`config.mk`:
```
export PLATFORM = sky130hd
export DESIGN_NAME = alu_ctl
export DESIGN_NICKNAME = d
export VERILOG_FILES = /design/src/rtl/alu_op_enum.sv /design/src/rtl/alu_imm_gen.sv /design/src/rtl/alu_ctl.sv
export SDC_FILE = /design/constraint.sdc
export NUM_CORES = 1
export LEC_CHECK = 0
export ABC_AREA = 0
export BUFFER_PORTS_ARGS = -buffer_cell sky130_fd_sc_hd__buf_2
export CAP_MARGIN = 10
export CELL_PAD_IN_SITES_DETAIL_PLACEMENT = 0
export CELL_PAD_IN_SITES_GLOBAL_PLACEMENT = 2
export CORE_MARGIN = 2
export CORE_UTILIZATION = 32
export CTS_CLUSTER_DIAMETER = 200
export DETAILED_ROUTE_END_ITERATION = 12
export PLACE_DENSITY = 0.92
export RECOVER_POWER = 100
export SLEW_MARGIN = 20
export SYNTH_ARGS = -nofsm -noshare
export SYNTH_HDL_FRONTEND = slang
export SYNTH_SLANG_ARGS = --single-unit
export TNS_END_PERCENT = 100
```
`constraint.sdc`:
```
create_clock -name clk_i -period 4.2 [get_ports clk_i]
set_input_delay 0.84 -clock clk_i [delete_from_list [all_inputs] [get_ports clk_i]]
set_output_delay 0.84 -clock clk_i [all_outputs]
set_load 0.02 [all_outputs]
```
`src/rtl/alu_op_enum.sv`:
```
// ALU control encodings shared by the decoder, immediate generator and execute stage.
// Holds compare/op/operand-select enums, opcode constants and the decoded bundle.
package alu_op_enum;

    typedef enum logic [2:0] {
        ALU_COMP_NONE = 3'd0,
        ALU_COMP_BEQ  = 3'd1,
        ALU_COMP_BNE  = 3'd2,
        ALU_COMP_BLT  = 3'd3,
        ALU_COMP_BGE  = 3'd4,
        ALU_COMP_BLTU = 3'd5,
        ALU_COMP_BGEU = 3'd6
    } alu_comp_e;

    // Encoding mirrors RV32I funct3 so OP/OP-IMM map directly.
    typedef enum logic [2:0] {
        ALU_OP_1_ADD  = 3'd0,
        ALU_OP_1_SLL  = 3'd1,
        ALU_OP_1_SLT  = 3'd2,
        ALU_OP_1_SLTU = 3'd3,
        ALU_OP_1_XOR  = 3'd4,
        ALU_OP_1_SRL  = 3'd5,
        ALU_OP_1_OR   = 3'd6,
        ALU_OP_1_AND  = 3'd7
    } alu_op_1_e;

    typedef enum logic [1:0] {
        ALU_A_SEL_RS1  = 2'd0,
        ALU_A_SEL_PC   = 2'd1,
        ALU_A_SEL_ZERO = 2'd2
    } alu_a_sel_e;

    typedef enum logic {
        ALU_B_SEL_RS2 = 1'b0,
        ALU_B_SEL_IMM = 1'b1
    } alu_b_sel_e;

    typedef enum logic [2:0] {
        IMM_FMT_NONE = 3'd0,
        IMM_FMT_I    = 3'd1,
        IMM_FMT_S    = 3'd2,
        IMM_FMT_B    = 3'd3,
        IMM_FMT_U    = 3'd4
    } imm_fmt_e;

    localparam logic [6:0] OPC_OP     = 7'b0110011;
    localparam logic [6:0] OPC_OP_IMM = 7'b0010011;
    localparam logic [6:0] OPC_BRANCH = 7'b1100011;
    localparam logic [6:0] OPC_LUI    = 7'b0110111;
    localparam logic [6:0] OPC_AUIPC  = 7'b0010111;
    localparam logic [6:0] OPC_LOAD   = 7'b0000011;
    localparam logic [6:0] OPC_STORE  = 7'b0100011;

    localparam logic [6:0] F7_BASE = 7'b0000000;
    localparam logic [6:0] F7_ALT  = 7'b0100000;

    typedef struct packed {
        alu_comp_e   comp_sel;
        logic        op_0;
        alu_op_1_e   op_1;
        alu_a_sel_e  a_sel;
        alu_b_sel_e  b_sel;
        logic [31:0] imm;
        logic [4:0]  rs1;
        logic [4:0]  rs2;
        logic [4:0]  rd;
        logic        rd_wr_en;
        logic        illegal;
    } alu_ctl_t;

    function automatic alu_comp_e f3_to_comp(input logic [2:0] f3);
        alu_comp_e c;
        unique case (f3)
            3'b000:  c = ALU_COMP_BEQ;
            3'b001:  c = ALU_COMP_BNE;
            3'b100:  c = ALU_COMP_BLT;
            3'b101:  c = ALU_COMP_BGE;
            3'b110:  c = ALU_COMP_BLTU;
            3'b111:  c = ALU_COMP_BGEU;
            default: c = ALU_COMP_NONE;
        endcase
        return c;
    endfunction

endpackage

```
`src/rtl/alu_imm_gen.sv`:
```
// Combinational RV32I immediate extraction and sign extension.
// Ports: inst_i (word), imm_o (32-bit immediate), fmt_o (imm_fmt_e encoding).
module alu_imm_gen
    import alu_op_enum::*;
(
    input  logic [31:0] inst_i,
    output logic [31:0] imm_o,
    output logic [2:0]  fmt_o
);

    always_comb begin
        imm_o = '0;
        fmt_o = IMM_FMT_NONE;
        unique case (inst_i[6:0])
            OPC_OP_IMM, OPC_LOAD: begin
                fmt_o = IMM_FMT_I;
                imm_o = {{20{inst_i[31]}}, inst_i[31:20]};
            end
            OPC_STORE: begin
                fmt_o = IMM_FMT_S;
                imm_o = {{20{inst_i[31]}}, inst_i[31:25],
                         inst_i[11:7]};
            end
            OPC_BRANCH: begin
                fmt_o = IMM_FMT_B;
                imm_o = {{20{inst_i[31]}}, inst_i[7],
                         inst_i[30:25], inst_i[11:8], 1'b0};
            end
            OPC_LUI, OPC_AUIPC: begin
                fmt_o = IMM_FMT_U;
                imm_o = {inst_i[31:12], 12'b0};
            end
            default: begin
                fmt_o = IMM_FMT_NONE;
                imm_o = '0;
            end
        endcase
    end

endmodule

```
`src/rtl/alu_ctl.sv`:
```
// RV32I decode stage: one-entry registered ALU control toward execute.
// Ports: inst valid/ready/data in, out valid/ready, flush_i, ALU selects,
// imm/rs1/rs2/rd, rd_wr_en_o, illegal_o. Macro ALU_CTL_ILLEGAL_CHK_EN
// flags illegal words; otherwise they decode as ADDI x0,x0,0.
module alu_ctl
    import alu_op_enum::*;
(
    input  logic        clk_i,
    input  logic        rst_n_i,
    input  logic        inst_valid_i,
    output logic        inst_ready_o,
    input  logic [31:0] inst_data_i,
    output logic        out_valid_o,
    input  logic        out_ready_i,
    input  logic        flush_i,
    output logic [2:0]  alu_comp_sel_o,
    output logic        alu_op_0_sel_o,
    output logic [2:0]  alu_op_1_sel_o,
    output logic [1:0]  alu_a_sel_o,
    output logic        alu_b_sel_o,
    output logic [31:0] imm_data_o,
    output logic [4:0]  rs1_addr_o,
    output logic [4:0]  rs2_addr_o,
    output logic [4:0]  rd_addr_o,
    output logic        rd_wr_en_o,
    output logic        illegal_o
);

    logic [6:0]  opc;
    logic [2:0]  f3;
    logic [6:0]  f7;
    logic [31:0] imm;
    logic [2:0]  fmt;
    logic        bad;
    logic        shift;
    logic        accept;
    logic        out_valid_q;
    alu_ctl_t    dec;
    alu_ctl_t    q;

    assign opc = inst_data_i[6:0];
    assign f3  = inst_data_i[14:12];
    assign f7  = inst_data_i[31:25];
    assign shift = (f3 == 3'b001) || (f3 == 3'b101);

    alu_imm_gen u_imm_gen (
        .inst_i (inst_data_i),
        .imm_o  (imm),
        .fmt_o  (fmt)
    );

    always_comb begin
        dec          = '0;
        dec.comp_sel = ALU_COMP_NONE;
        dec.op_1     = ALU_OP_1_ADD;
        dec.a_sel    = ALU_A_SEL_RS1;
        // Any I/S/U immediate feeds operand B; branches compare RS2.
        dec.b_sel    = (fmt == IMM_FMT_I || fmt == IMM_FMT_S ||
                        fmt == IMM_FMT_U) ? ALU_B_SEL_IMM
                                          : ALU_B_SEL_RS2;
        dec.imm      = imm;
        dec.rs1      = inst_data_i[19:15];
        dec.rs2      = inst_data_i[24:20];
        dec.rd       = inst_data_i[11:7];
        bad          = 1'b0;
        unique case (1'b1)
            (opc == OPC_OP): begin
                dec.op_1     = alu_op_1_e'(f3);
                dec.op_0     = f7[5];
                dec.rd_wr_en = 1'b1;
                bad = !((f7 == F7_BASE) ||
                        ((f7 == F7_ALT) &&
                         (f3 == 3'b000 || f3 == 3'b101)));
            end
            (opc == OPC_OP_IMM): begin
                dec.op_1     = alu_op_1_e'(f3);
                dec.op_0     = (f3 == 3'b101) && f7[5];
                dec.rd_wr_en = 1'b1;
                // Only shifts reuse funct7; SLLI has no alt form.
                if (shift) begin
                    bad = !((f7 == F7_BASE) ||
                            ((f7 == F7_ALT) && (f3 == 3'b101)));
                end
            end
            (opc == OPC_BRANCH): begin
                dec.comp_sel = f3_to_comp(f3);
                bad = (f3 == 3'b010) || (f3 == 3'b011);
            end
            (opc == OPC_LUI): begin
                dec.a_sel    = ALU_A_SEL_ZERO;
                dec.rd_wr_en = 1'b1;
            end
            (opc == OPC_AUIPC): begin
                dec.a_sel    = ALU_A_SEL_PC;
                dec.rd_wr_en = 1'b1;
            end
            (opc == OPC_LOAD): begin
                dec.rd_wr_en = 1'b1;
            end
            (opc == OPC_STORE): begin
                dec.rd_wr_en = 1'b0;
            end
            default: begin
                bad = 1'b1;
            end
        endcase
        if (dec.rd == 5'd0) begin
            dec.rd_wr_en = 1'b0;
        end
`ifdef ALU_CTL_ILLEGAL_CHK_EN
        dec.illegal = bad;
        if (bad) begin
            dec.rd_wr_en = 1'b0;
        end
`else
        // Illegal words become a harmless ADDI x0,x0,0.
        if (bad) begin
            dec       = '0;
            dec.b_sel = ALU_B_SEL_IMM;
        end
`endif
    end

    assign inst_ready_o = !flush_i && (!out_valid_q || out_ready_i);
    assign accept       = inst_valid_i && inst_ready_o;

    always_ff @(posedge clk_i or negedge rst_n_i) begin
        if (!rst_n_i) begin
            out_valid_q <= 1'b0;
            q           <= '0;
        end else if (flush_i) begin
            out_valid_q <= 1'b0;
        end else if (accept) begin
            out_valid_q <= 1'b1;
            q           <= dec;
        end else if (out_ready_i) begin
            out_valid_q <= 1'b0;
        end
    end

    assign out_valid_o    = out_valid_q;
    assign alu_comp_sel_o = q.comp_sel;
    assign alu_op_0_sel_o = q.op_0;
    assign alu_op_1_sel_o = q.op_1;
    assign alu_a_sel_o    = q.a_sel;
    assign alu_b_sel_o    = q.b_sel;
    assign imm_data_o     = q.imm;
    assign rs1_addr_o     = q.rs1;
    assign rs2_addr_o     = q.rs2;
    assign rd_addr_o      = q.rd;
    assign rd_wr_en_o     = q.rd_wr_en;
    assign illegal_o      = q.illegal;

endmodule
```
# Word-level counts from Yosys, hierarchy flattened
# Cells that the tools add are included.
# W data, S select, Z words.
# totals
ff_bits	60
inputBits	37
output_inout_bits	61
elab_cells	72
# op_classes
n_eq_ne	18
mux	15
bitwise	1
reduce_logical	26
# ops
cell	n
$pmux W32 S4	1
$mux W59	1
$eq A7 B6 Y1 const B	4
$pmux W3 S6	1
$eq A3 B3 Y1 const B	5
$eq A7 B5 Y1 const B	2
$pmux W3 S4	1
$eq A3 B2 Y1 const B	3
$logic_or A1 B1 Y1	8
$pmux W4 S2	1
$eq A7 B2 Y1 const B	1
$eq A7 B7 Y1 const B	1
$logic_not A7 Y1	1
$mux W1	7
$eq A3 B1 Y1 const B	2
$logic_and A1 B1 Y1	5
$logic_not A5 Y1	1
$reduce_or A5 Y1	1
$logic_not A1 Y1	4
$pmux W1 S4	1
$pmux W2 S2	1
$reduce_or A2 Y1	2
$reduce_or A4 Y1	1
$logic_not A3 Y1	1
other kinds (4)	4

# Longest topological paths before layout
# Gate-level depths: netlist (run 1).
# depth
depth_word	8
mapped_depth	8
mapped_depth_nobuf	5

# By module
# A second synthesis (run 1) with hierarchy kept.
# unflattened
cells_unflattened	241
area_unflattened_um2	2811.4
# by_module_without_submodules
mod	n_inst	cells_per_inst	area_each_um2	seq_area_each_um2
alu_ctl	1	183	2426.1	1476.4
alu_imm_gen	1	58	385.4	0.0

# Least setup slack after synthesis (run 1)
# No wires, ideal clock.
# synth_timing
path_type	input -> register
startpoint	input port inst_data_i[6]
endpoint	register q (netlist bit rd_addr_o[4])
setup_ns	0.121
t_arrival_ns	2.214
t_required_ns	4.079
slack_ns	1.865
stages	7
n_path_buf	2
cell_sequence	buf_6 -> and4bb_2 -> nand3b_4 -> a311oi_2 -> nor4_4 -> buf_6 -> a22o_2
# synth_via
elab_chain_len	4
elab_cells_between_ends	10
classes_between	7 x eq/ne; 2 x mux; 1 x reduce/logical
# synth_lines
element	line_no	rtl
start, declared	alu_ctl.sv:12	input logic [31:0] inst_data_i,
$eq A7 B6 Y1, or another cell as far along	alu_ctl.sv:89	(opc == OPC_LUI): begin
$reduce_or A4 Y1 (no line)	-	
$pmux W1 S4 *	alu_ctl.sv:66	unique case (1'b1)
$mux W59 *	alu_ctl.sv:117	if (bad) begin
end signal, assigned	alu_ctl.sv:130	q <= '0;
end signal, assigned	alu_ctl.sv:135	q <= dec;
end, declared	alu_ctl.sv:39	alu_ctl_t q;
# Every way passes the cells marked *; elsewhere a longest branch is shown, timed or not.
# A chain may end at the register's enable or synchronous reset.

# Final worst setup path (run 1)
# layout_timing
startpoint	input port inst_data_i[25]
endpoint	register q (netlist bit rs1_addr_o[2])
# layout_via
elab_chain_len	7
elab_cells_between_ends	11
classes_between	1 x eq/ne; 3 x mux; 7 x reduce/logical
# layout_lines
element	line_no	rtl
$eq A7 B6 Y1	alu_ctl.sv:72, alu_ctl.sv:82	
$logic_and A1 B1 Y1	alu_ctl.sv:82	((f7 == F7_ALT) && (f3 == 3'b101)));
$logic_or A1 B1 Y1	alu_ctl.sv:81	bad = !((f7 == F7_BASE) ||
$logic_not A1 Y1	alu_ctl.sv:81	
$mux W1	alu_ctl.sv:80	if (shift) begin
$pmux W1 S4 *	alu_ctl.sv:66	
$mux W59 *	alu_ctl.sv:117	
# Marked as above.

==> results.env, run 1 <==
PLACEMENTROWS=33
CAPTURING_ELEMENT_OF_THE_WORST_SETUP_PATH='rs1_addr_o[2]'
DIE_H_MICRONS=96.5
REG2REG_SETUP_SLACK_NS=1.86
CTS.PATH.MAX_BUFFERS=2
DETAILEDPLACE.WORSTSLACK_NS=1.24
PLACE.DETAILED.HPWL_MM=5.24
R2R_CELLS=5
STATUS='finished, final reports clean'
CRITICAL_PATH_ARRIVAL_NS=3.30
MAX_CAP_VIOL_COUNT=0
CLOCK_SINKS=59
POSTROUTEWIRELENGTH_MM=7.47
FIN_TNS_SETUP_NS=0
DP.CELLS=430
GLOBALROUTE.TOTALOVERFLOW=0
MAX_SLEW_VIOLATION_COUNT=0
WORSTMARGINPINSLEW_NS=1.36
H-TREE-DEPTH=3
WORST_PATH_BUFS_INVS=1
PLACE_AREA_SQ_MM=0.00321
HOLDCRITPATHCLASS='register to register'
YOSYS_WARNINGS=0
LAYOUT.NETS=373
GRT_PASS1_WL_MM=11.8
TIMING.CRITICAL_PATH.SLOWEST_STAGE_CELL='sky130_fd_sc_hd__nor4_4'
CRITICAL_PATH.TOP_DELAY_FAMILY='simple AND/OR/NAND/NOR gates'
SYNTH_SEQ_CELLS=59
YOSYSTOPAREACELL='sky130_fd_sc_hd__dfrtp_1'
SYN_NETS=285
ROUTEDWLPERCELL_MICRONS=16.8
GRT_SETUP_UNREPAIRED='no'
WORST_SLEW_MARGIN_RELATIVE_TO_ITS_LIMIT_PCT=9.26
ACHIEVABLE-FREQUENCY_GHz=0.329
FINALHOLDVIOLCOUNT=0
CTS_BUFFERS=9
START_KIND='input pin'
GRT_ANTENNA_BEFORE_REPAIR=0
DIE-WIDTH_MICRONS=96.5
P_LEAK_uW=0.00148
DRTITER0DRC=72
RR_STARTPOINT='out_valid_o'
PATH_CLASS='input pin to register'
DRIVE_GT1_SHARE_PCT=21.7
SETUP_VIOL=0
IO_BUFFER_COUNT=96
SYNTH_TOP_CELLS_BY_COUNT='59 x sky130_fd_sc_hd__dfrtp_1, 31 x sky130_fd_sc_hd__o21ai_0, 30 x sky130_fd_sc_hd__nand2_1, 24 x sky130_fd_sc_hd__a21oi_1, 21 x sky130_fd_sc_hd__a22o_1'
CTS_TREE='yes'
VIAS_PER_CELL=5.15
FINALPOWER_uW=1280
FINAL_CRITICAL_PATH_SHARE_OF_THE_CLOCK_PERIOD_PCT=72.4
POST-CTS-SETUP-BUFFERS=0
SYNTHMOSTINSTANTIATEDCELL='sky130_fd_sc_hd__dfrtp_1'
TIMING.FINAL.CRIT_PERIOD_NS=3.04
NETLIST-CELL-TYPE-COUNT=41
CLKLATENCYLATEPIN_NS=0.32
VIAS=2295
WORST_R2R_ENDPOINT='rs1_addr_o[2]'
IO-PIN-COUNT=98
CELLPOWERDENSITY_mW_PER_MM2=385
SETUP_SLACK_NS=1.16
POST_SYNTH_EDFFS=0
CRIT_PATH_START='inst_data_i[25]'
TIMING.CRITICAL_PATH.REQUIRED_NS=4.46
CTS_HOLD_REPAIR.BUFFERS=0
NETLIST_TOP_CELLS_AREA='sky130_fd_sc_hd__dfrtp_1 54%, sky130_fd_sc_hd__a22o_1 6.7%, sky130_fd_sc_hd__o21ai_0 5.7%'
GRT_PASS1_VIAS=2220
CORE_FOOTPRINT_SQ_MM=0.00826
CP_NUM_CELLS=6
DESIGN_AREA_SQ_MM=0.00334
SYNTHCELLS=248
CTS-RESIZED-GATES=0
GP_ROUTABILITY_CONGESTION=0.791
CLOCK-ROOT-BUFFER='sky130_fd_sc_hd__clkbuf_8'
GLOBALROUTETOTALUTIL_PCT=16.8
VDD.IR_DROP.WORST_mV=0.133
SYNTH_FF_TYPE='sky130_fd_sc_hd__dfrtp_1'
NUM_ANTENNA_CELLS=0
CRITICAL_PATH.ENDPOINT_TYPE='register'
FLOW.AREA_GROWTH_FROM_SYNTHESIS_PCT=21.9
FP.DIEAREA_SQ_MM=0.00931
GRT_START_MAX_NET_PINS=58
DETAILEDROUTE.FIRSTPASSITERATIONCOUNT=5
SYNTH_AREA_SQ_MM=0.00274
CP_SLOWEST_STAGE_DELAY_NS=0.91
DRT.ANTENNA.VIOLATING_NETS=0
CRIT_PATH_MAX_FO=16
SYN_AREA_PER_CELL_SQ_UM=11.0
DRC=0
FIN_CELLS=446
STARTING_DENSITY_PCT=33.1
SYNTHARSTFLOPSHARE_PCT=100
CP_CELL_SEQUENCE='clkbuf_1 > nor4_1 > a311o_2 > o211ai_1 > nor4_4 > a22o_2'
SKEW_NS=0.00620
SYNTHDOMINANTCELLAREASHARE_PCT=54.0
CLKTRANSATPATHREGS_NS=0.07
YOSYSSEQAREASHARE_PCT=54.0
-- placed cells by master (no fill, tap or decap), types with 2 or more instances in the layout --
master and instances:
sky130_fd_sc_hd__a22o_2 13, sky130_fd_sc_hd__inv_1 4, sky130_fd_sc_hd__o211ai_1 3, sky130_fd_sc_hd__nor2b_1 3, sky130_fd_sc_hd__clkbuf_1 64, sky130_fd_sc_hd__nor2_1 8, sky130_fd_sc_hd__o21ai_0 31, sky130_fd_sc_hd__a21oi_1 24
sky130_fd_sc_hd__nand2b_1 2, sky130_fd_sc_hd__o31ai_1 3, sky130_fd_sc_hd__bufinv_16 2, sky130_fd_sc_hd__and3_1 3, sky130_fd_sc_hd__buf_2 33, sky130_fd_sc_hd__or2_2 3, sky130_fd_sc_hd__a22o_1 21, sky130_fd_sc_hd__dfrtp_1 59
sky130_fd_sc_hd__nand2_1 29, sky130_fd_sc_hd__nor4_1 2, sky130_fd_sc_hd__clkbuf_8 11
-- worst min path at each step --
stage                                  from           endpoint  slack [ns]  depth (start not counted)
after floorplan                     rst_n_i     alu_a_sel_o[0]        0.54                          0
after detailed placement     imm_data_o[14]     imm_data_o[14]        0.47                          2
after global placement    alu_comp_sel_o[2]  alu_comp_sel_o[2]        0.46                          2
final                        imm_data_o[15]     imm_data_o[15]        0.48                          2
after global routing         imm_data_o[14]     imm_data_o[14]        0.50                          2
after CTS                    imm_data_o[12]     imm_data_o[12]        0.48                          2
-- where the power goes --
group | switching [uW] | internal, uW | total (uW)
combinational | 80.3 | 37.2 | 117
sequential | 5.22 | 577 | 582
clock | 219 | 366 | 585
-- logic make-up after synthesis --
group / after synthesis / share of synthesized area (%)
flip-flops: 59 / 54.0
AND/OR/NAND/NOR: 63 / 14.1
AO/OA/AOI/OAI: 99 / 25.3
other: 1 / 0.137
XOR/XNOR: 2 / 0.640
buffers and inverters: 24 / 5.90
-- stage by stage --
step           hold slack [ns]  util, %
2_1_floorplan            0.544        -
3_3_place_gp             0.459     38.9
3_5_place_dp             0.466     38.9
4_1_cts                  0.480     41.7
5_1_grt                  0.502     40.4
6_report                 0.475     40.4
-- flip-flops by register name, indices dropped and copies added, names as in the netlist --
signal	cells
out_valid_o	1
alu_a_sel_o	2
imm_data_o	32
alu_b_sel_o	1
alu_comp_sel_o	3
alu_op_1_sel_o	3
rs2_addr_o	5
alu_op_0_sel_o	1
rs1_addr_o	5
rd_wr_en_o	1
rd_addr_o	5
-- tightest hold or removal path, stage by stage (launching register included) --
cell and delay, ns:
sky130_fd_sc_hd__dfrtp_1 0.34, sky130_fd_sc_hd__nand2_1 0.04, sky130_fd_sc_hd__o21ai_0 0.06
-- metal layers --
| metal | track usage, % | share of wire [%] |
|---|---|---|
| met4 | 5.28 | 0.68 |
| met2 | 26.0 | 46 |
| met1 | 23.3 | 47 |
| met5 | 0 | 0 |
| met3 | 4.03 | 6.3 |
-- cell type report --
type	count	area, sq um
clock buffers	12	155
clock inverters	4	72.6
fillers	870	4920
inverters	4	15.0
multi-input cells	165	1080
flip-flops and latches	59	1480
well taps	105	131
repair buffers	97	409
(Power assumes the default switching activity.)
==> run 2, diff against run 1 <==
--- a/config.mk
+++ b/config.mk
@@ -5,16 +5,16 @@
 export SDC_FILE = /design/constraint.sdc
 export NUM_CORES = 1
 export LEC_CHECK = 0
-export ABC_AREA = 0
+export ABC_AREA = 1
 export BUFFER_PORTS_ARGS = -buffer_cell sky130_fd_sc_hd__buf_2
 export CAP_MARGIN = 10
 export CELL_PAD_IN_SITES_DETAIL_PLACEMENT = 0
 export CELL_PAD_IN_SITES_GLOBAL_PLACEMENT = 2
 export CORE_MARGIN = 2
-export CORE_UTILIZATION = 32
+export CORE_UTILIZATION = 28
 export CTS_CLUSTER_DIAMETER = 200
 export DETAILED_ROUTE_END_ITERATION = 12
-export PLACE_DENSITY = 0.92
+export PLACE_DENSITY = 0.88
 export RECOVER_POWER = 100
 export SLEW_MARGIN = 20
 export SYNTH_ARGS = -nofsm -noshare
==> constraint.sdc (replaced) <==
create_clock -name clk_i -period 3.1 [get_ports clk_i]
set_input_delay 0.62 -clock clk_i [delete_from_list [all_inputs] [get_ports clk_i]]
set_output_delay 0.62 -clock clk_i [all_outputs]
set_load 0.02 [all_outputs]
==> run 2 against run 1 <==
Against the previous run:
- sequential power increased by 35%
- non-clock buffer count grew 6
- core utilization down 5.1 points
- largest power group unchanged
- final cell count rose by 43%
- setup slack got worse by 0.39 ns
==> results.env, run 2 <==
STATUS='finished, final reports clean'
SYNTHDOMINANTCELLAREASHARE_PCT=47.8  # -6.2 points
CLOCK-ROOT-BUFFER='sky130_fd_sc_hd__clkbuf_8'
LAYOUT.NETS=530  # +42%
FILLERS=1207  # +39%
WORST_PATH_BUFS_INVS=3  # +2
NUM_ANTENNA_CELLS=0  # unchanged
CTS-RESIZED-GATES=0  # unchanged
ROUTEDWLPERCELL_MICRONS=14.8  # -12%
GRT_START_MAX_NET_PINS=67  # +16%
P_LEAK_uW=0.00199  # +34%
NETLIST-CELL-TYPE-COUNT=31  # -24%
SYNTHARSTFLOPSHARE_PCT=100  # unchanged
DETAILEDROUTE.FIRSTPASSITERATIONCOUNT=4  # -1
GLOBALROUTE.TOTALOVERFLOW=0  # unchanged
INTERNAL_POWER_uW=1420  # +45%
NETLIST_TOP_CELLS_AREA='sky130_fd_sc_hd__dfrtp_1 48%, sky130_fd_sc_hd__nand2_1 19%, sky130_fd_sc_hd__nand4_1 7.1%'
DRT.ANTENNA.VIOLATING_NETS=0  # unchanged
LAYOUT.AREA.SEQ_SQ_MM=0.00148  # unchanged
COMBINATIONAL_FAMILY_WITH_THE_MOST_AREA_AFTER_SYNTHESIS='simple AND/OR/NAND/NOR gates'
POSTROUTEWIRELENGTH_MM=9.43  # +26%
SYNTH_XOR_AREA_SHARE_PCT=0  # -0.64 points
PLACE.DETAILED.HPWL_MM=6.86  # +31%
CP_SLOWEST_STAGE_DELAY_NS=0.74  # -0.17 ns
CRITICAL_PATH.ENDPOINT_TYPE='register'
GRT_PASS1_WL_MM=14.8  # +26%
FINAL.HOLD.WORST_SLACK_NS=0.380  # -0.0952 ns
WORST_R2R_ENDPOINT='alu_op_0_sel_o'
STARTING_DENSITY_PCT=28.6  # -4.5 points
MAX_SLEW_VIOLATION_COUNT=0  # unchanged
IO-PIN-COUNT=98  # unchanged
LARGEST_REG_FLOPS=32  # unchanged
CRITICAL_PATH.TOP_DELAY_FAMILY='simple AND/OR/NAND/NOR gates'
FINAL_CRITICAL_PATH_SHARE_OF_THE_CLOCK_PERIOD_PCT=75.3
IO_BUFFER_COUNT=96  # unchanged
CTS_BUFFERS=9  # unchanged
WORST_SLEW_MARGIN_RELATIVE_TO_ITS_LIMIT_PCT=15.3  # +6.0 points
DESIGN_AREA_SQ_MM=0.00381  # +14%
MULTI_INPUT_AREA_SQ_MM=0.00133  # +23%
DP.CELLS=622  # +45%
CORE_FOOTPRINT_SQ_MM=0.0108  # +31%
SWITCHING_SHARE_PCT=24.0  # +0.28 points
FIN_CELLS=638  # +43%
CLKPWRFRAC_PCT=49.1  # +3.6 points
FLOW.AREA_GROWTH_FROM_SYNTHESIS_PCT=23.3
POWER.SHARE.SEQUENTIAL_PCT=42.1  # -3.2 points
H-TREE-DEPTH=3  # unchanged
GRT_SETUP_UNREPAIRED='no'
SYNTH_AREA_SQ_MM=0.00309  # +13%
SYNTH_SIMPLE_GATE_AREA_SHARE_PCT=34.3  # +20 points
DIE_H_MICRONS=109  # +13%
PLACE_AREA_SQ_MM=0.00367  # +14%
VIAS=2988  # +30%
GRT_PASS1_VIAS=2847  # +28%
SYNTH_TOP_CELLS_BY_COUNT='154 x sky130_fd_sc_hd__nand2_1, 59 x sky130_fd_sc_hd__dfrtp_1, 35 x sky130_fd_sc_hd__nand4_1, 27 x sky130_fd_sc_hd__inv_1, 27 x sky130_fd_sc_hd__o21ai_0'
CLKLATENCYLATEPIN_NS=0.35  # +0.03 ns
CELLPOWERDENSITY_mW_PER_MM2=491  # +28%
FIN_TNS_SETUP_NS=0  # unchanged
SWITCHING_POWER_uW=448  # +47%
SYNTHMOSTINSTANTIATEDCELL='sky130_fd_sc_hd__nand2_1'
CLKTRANSATPATHREGS_NS=0.07  # about the same
POST_SYNTH_EDFFS=0  # unchanged
SYNTH.MUX.AREA_FRACTION_PCT=0  # unchanged
FINALHOLDVIOLCOUNT=0  # unchanged
YOSYSTOPAREACELL='sky130_fd_sc_hd__dfrtp_1'
GP_ROUTABILITY_CONGESTION=0.825  # +4.3%
SYNTH_SEQ_CELLS=59  # unchanged
P_COMB_SHARE_PCT=8.9  # -0.2 points
R2R_CELLS=8  # +3
CTS.PATH.MAX_BUFFERS=2  # unchanged
YOSYSSEQAREASHARE_PCT=47.8  # -6.2 points
DRTITER0DRC=176  # +140%
RR_STARTPOINT='out_valid_o'
SYN_AREA_PER_CELL_SQ_UM=7.68  # -30%
MOSTFREQUENTLAYOUTCELLS='153 x sky130_fd_sc_hd__nand2_1, 62 x sky130_fd_sc_hd__clkbuf_1, 59 x sky130_fd_sc_hd__dfrtp_1, 36 x sky130_fd_sc_hd__o21ai_0'
FINALPOWER_uW=1870  # +46%
SKEW_NS=0.00799  # +0.00178 ns
CRITICAL_PATH_ARRIVAL_NS=2.57  # -0.73 ns
SYN_NETS=439  # +54%
PLACEMENTROWS=38  # +15%
DRIVE_GT1_SHARE_PCT=14.7  # -7.0 points
MAX_CAP_VIOL_COUNT=0  # unchanged
GLOBALROUTETOTALUTIL_PCT=16.8  # -0.019 points
HOLDCRITPATHCLASS='input pin to asynchronous set/reset pin'
GRT_ANTENNA_BEFORE_REPAIR=0  # unchanged
CP_CELL_SEQUENCE='buf_2 > nand2_1 > nor3_2 > nand3_1 > buf_4 > nand3_1 > buf_4 > nand4_1 > nand2_1'
TIMING.CRITICAL_PATH.SLOWEST_STAGE_CELL='sky130_fd_sc_hd__nand3_1'
SETUP_VIOL=0  # unchanged
VIAS_PER_CELL=4.68  # -9.0%
PATH_CLASS='input pin to register'
VDD.IR_DROP.WORST_mV=0.182  # +37%
DRC=0  # unchanged
SYNTH_FF_TYPE='sky130_fd_sc_hd__dfrtp_1'
START_KIND='input pin'
ADDER_CELL_AREA_SHARE_OF_THE_YOSYS_NETLIST_PCT=0  # unchanged
POST-CTS-SETUP-BUFFERS=0  # unchanged
WORSTMARGINPINSLEW_NS=1.27  # -0.0904 ns
CTS_TREE='yes'
TIMING.CRITICAL_PATH.REQUIRED_NS=3.33  # -1.13 ns
CRIT_PATH_MAX_FO=25  # +9
SYNTHCELLS=402  # +62%
MOST_COMMON_CELL_AFTER_LAYOUT_FILL_AND_TAPS_ASIDE='sky130_fd_sc_hd__nand2_1'
DIE-WIDTH_MICRONS=109  # +13%
TIMING.FINAL.CRIT_PERIOD_NS=2.33
REG2REG_SETUP_SLACK_NS=0.86  # -1.00 ns
ACHIEVABLE-FREQUENCY_GHz=0.428
YOSYS_WARNINGS=0  # unchanged
CTS_HOLD_REPAIR.BUFFERS=0  # unchanged
CLOCK_SINKS=59  # unchanged
FP.DIEAREA_SQ_MM=0.0119  # +28%
SYNTH_COMPOUND_GATE_AREA_SHARE_PCT=9.76  # -16 points
-- run 2: cell count changes in the layout (fill, tap and decap cells not counted), moves of 17 or more --
cell,change
sky130_fd_sc_hd__nand2_1,+124
sky130_fd_sc_hd__nand4_1,+34
sky130_fd_sc_hd__inv_1,+23
sky130_fd_sc_hd__a22o_1,-21
sky130_fd_sc_hd__a21oi_1,-20
sky130_fd_sc_hd__nor2_1,+17
-- run 2: through the flow --
step,util (%),setup WS (ns)
global route,35.3,0.532
global placement,34.0,0.827
finish,35.3,0.765
detailed placement,34.0,0.719
CTS,36.4,1.09
floorplan,-,1.21
-- run 2: kinds of logic after synthesis --
kind of cell | after synthesis
flops | 59
other cells | 1
buf+inv | 55
compound gates | 48
simple gates | 239
-- run 2: area by class of cell --
| class | count | share of cell area [%] |
|---|---|---|
| flip-flops and latches | 59 | 38.8 |
| multi-input cells | 288 | 34.8 |
| repair buffers | 103 | 11.8 |
| well taps | 140 | 4.60 |
| clock buffers | 12 | 4.33 |
| inverters | 32 | 3.15 |
| clock inverters | 4 | 2.50 |
-- run 2: how the worst max path moves through the flow --
stage	start	endpoint	slack [ns]	depth (start not counted)
final	inst_data_i[1]	imm_data_o[27]	0.77	9
after global routing	inst_data_i[1]	rd_addr_o[1]	0.53	8
after CTS	inst_data_i[1]	rd_addr_o[2]	1.09	11
after detailed placement	inst_data_i[1]	rd_addr_o[2]	0.72	11
after global placement	inst_data_i[1]	rd_addr_o[3]	0.83	11
after floorplan	out_ready_i	imm_data_o[19]	1.21	10
-- run 2: power by group through the flow --
stage / combinational (uW) / clock (uW) / sequential, uW
CTS: 175 / 936 / 786
finish: 166 / 918 / 787
global route: 186 / 975 / 787
global placement: 172 / 0 / 801
detailed placement: 175 / 0 / 801
floorplan: 79.9 / 0 / 813
-- run 2: per-layer routing --
layer | vias to the layer above | share of wire (%) | global-route usage, %
met1 | 1395 | 48 | 23.1
met3 | 12 | 5.5 | 4.30
li1 | 1490 | - | -
met4 | 0 | 1.8 | 7.05
met5 | - | 0 | 0
met2 | 91 | 44 | 25.0
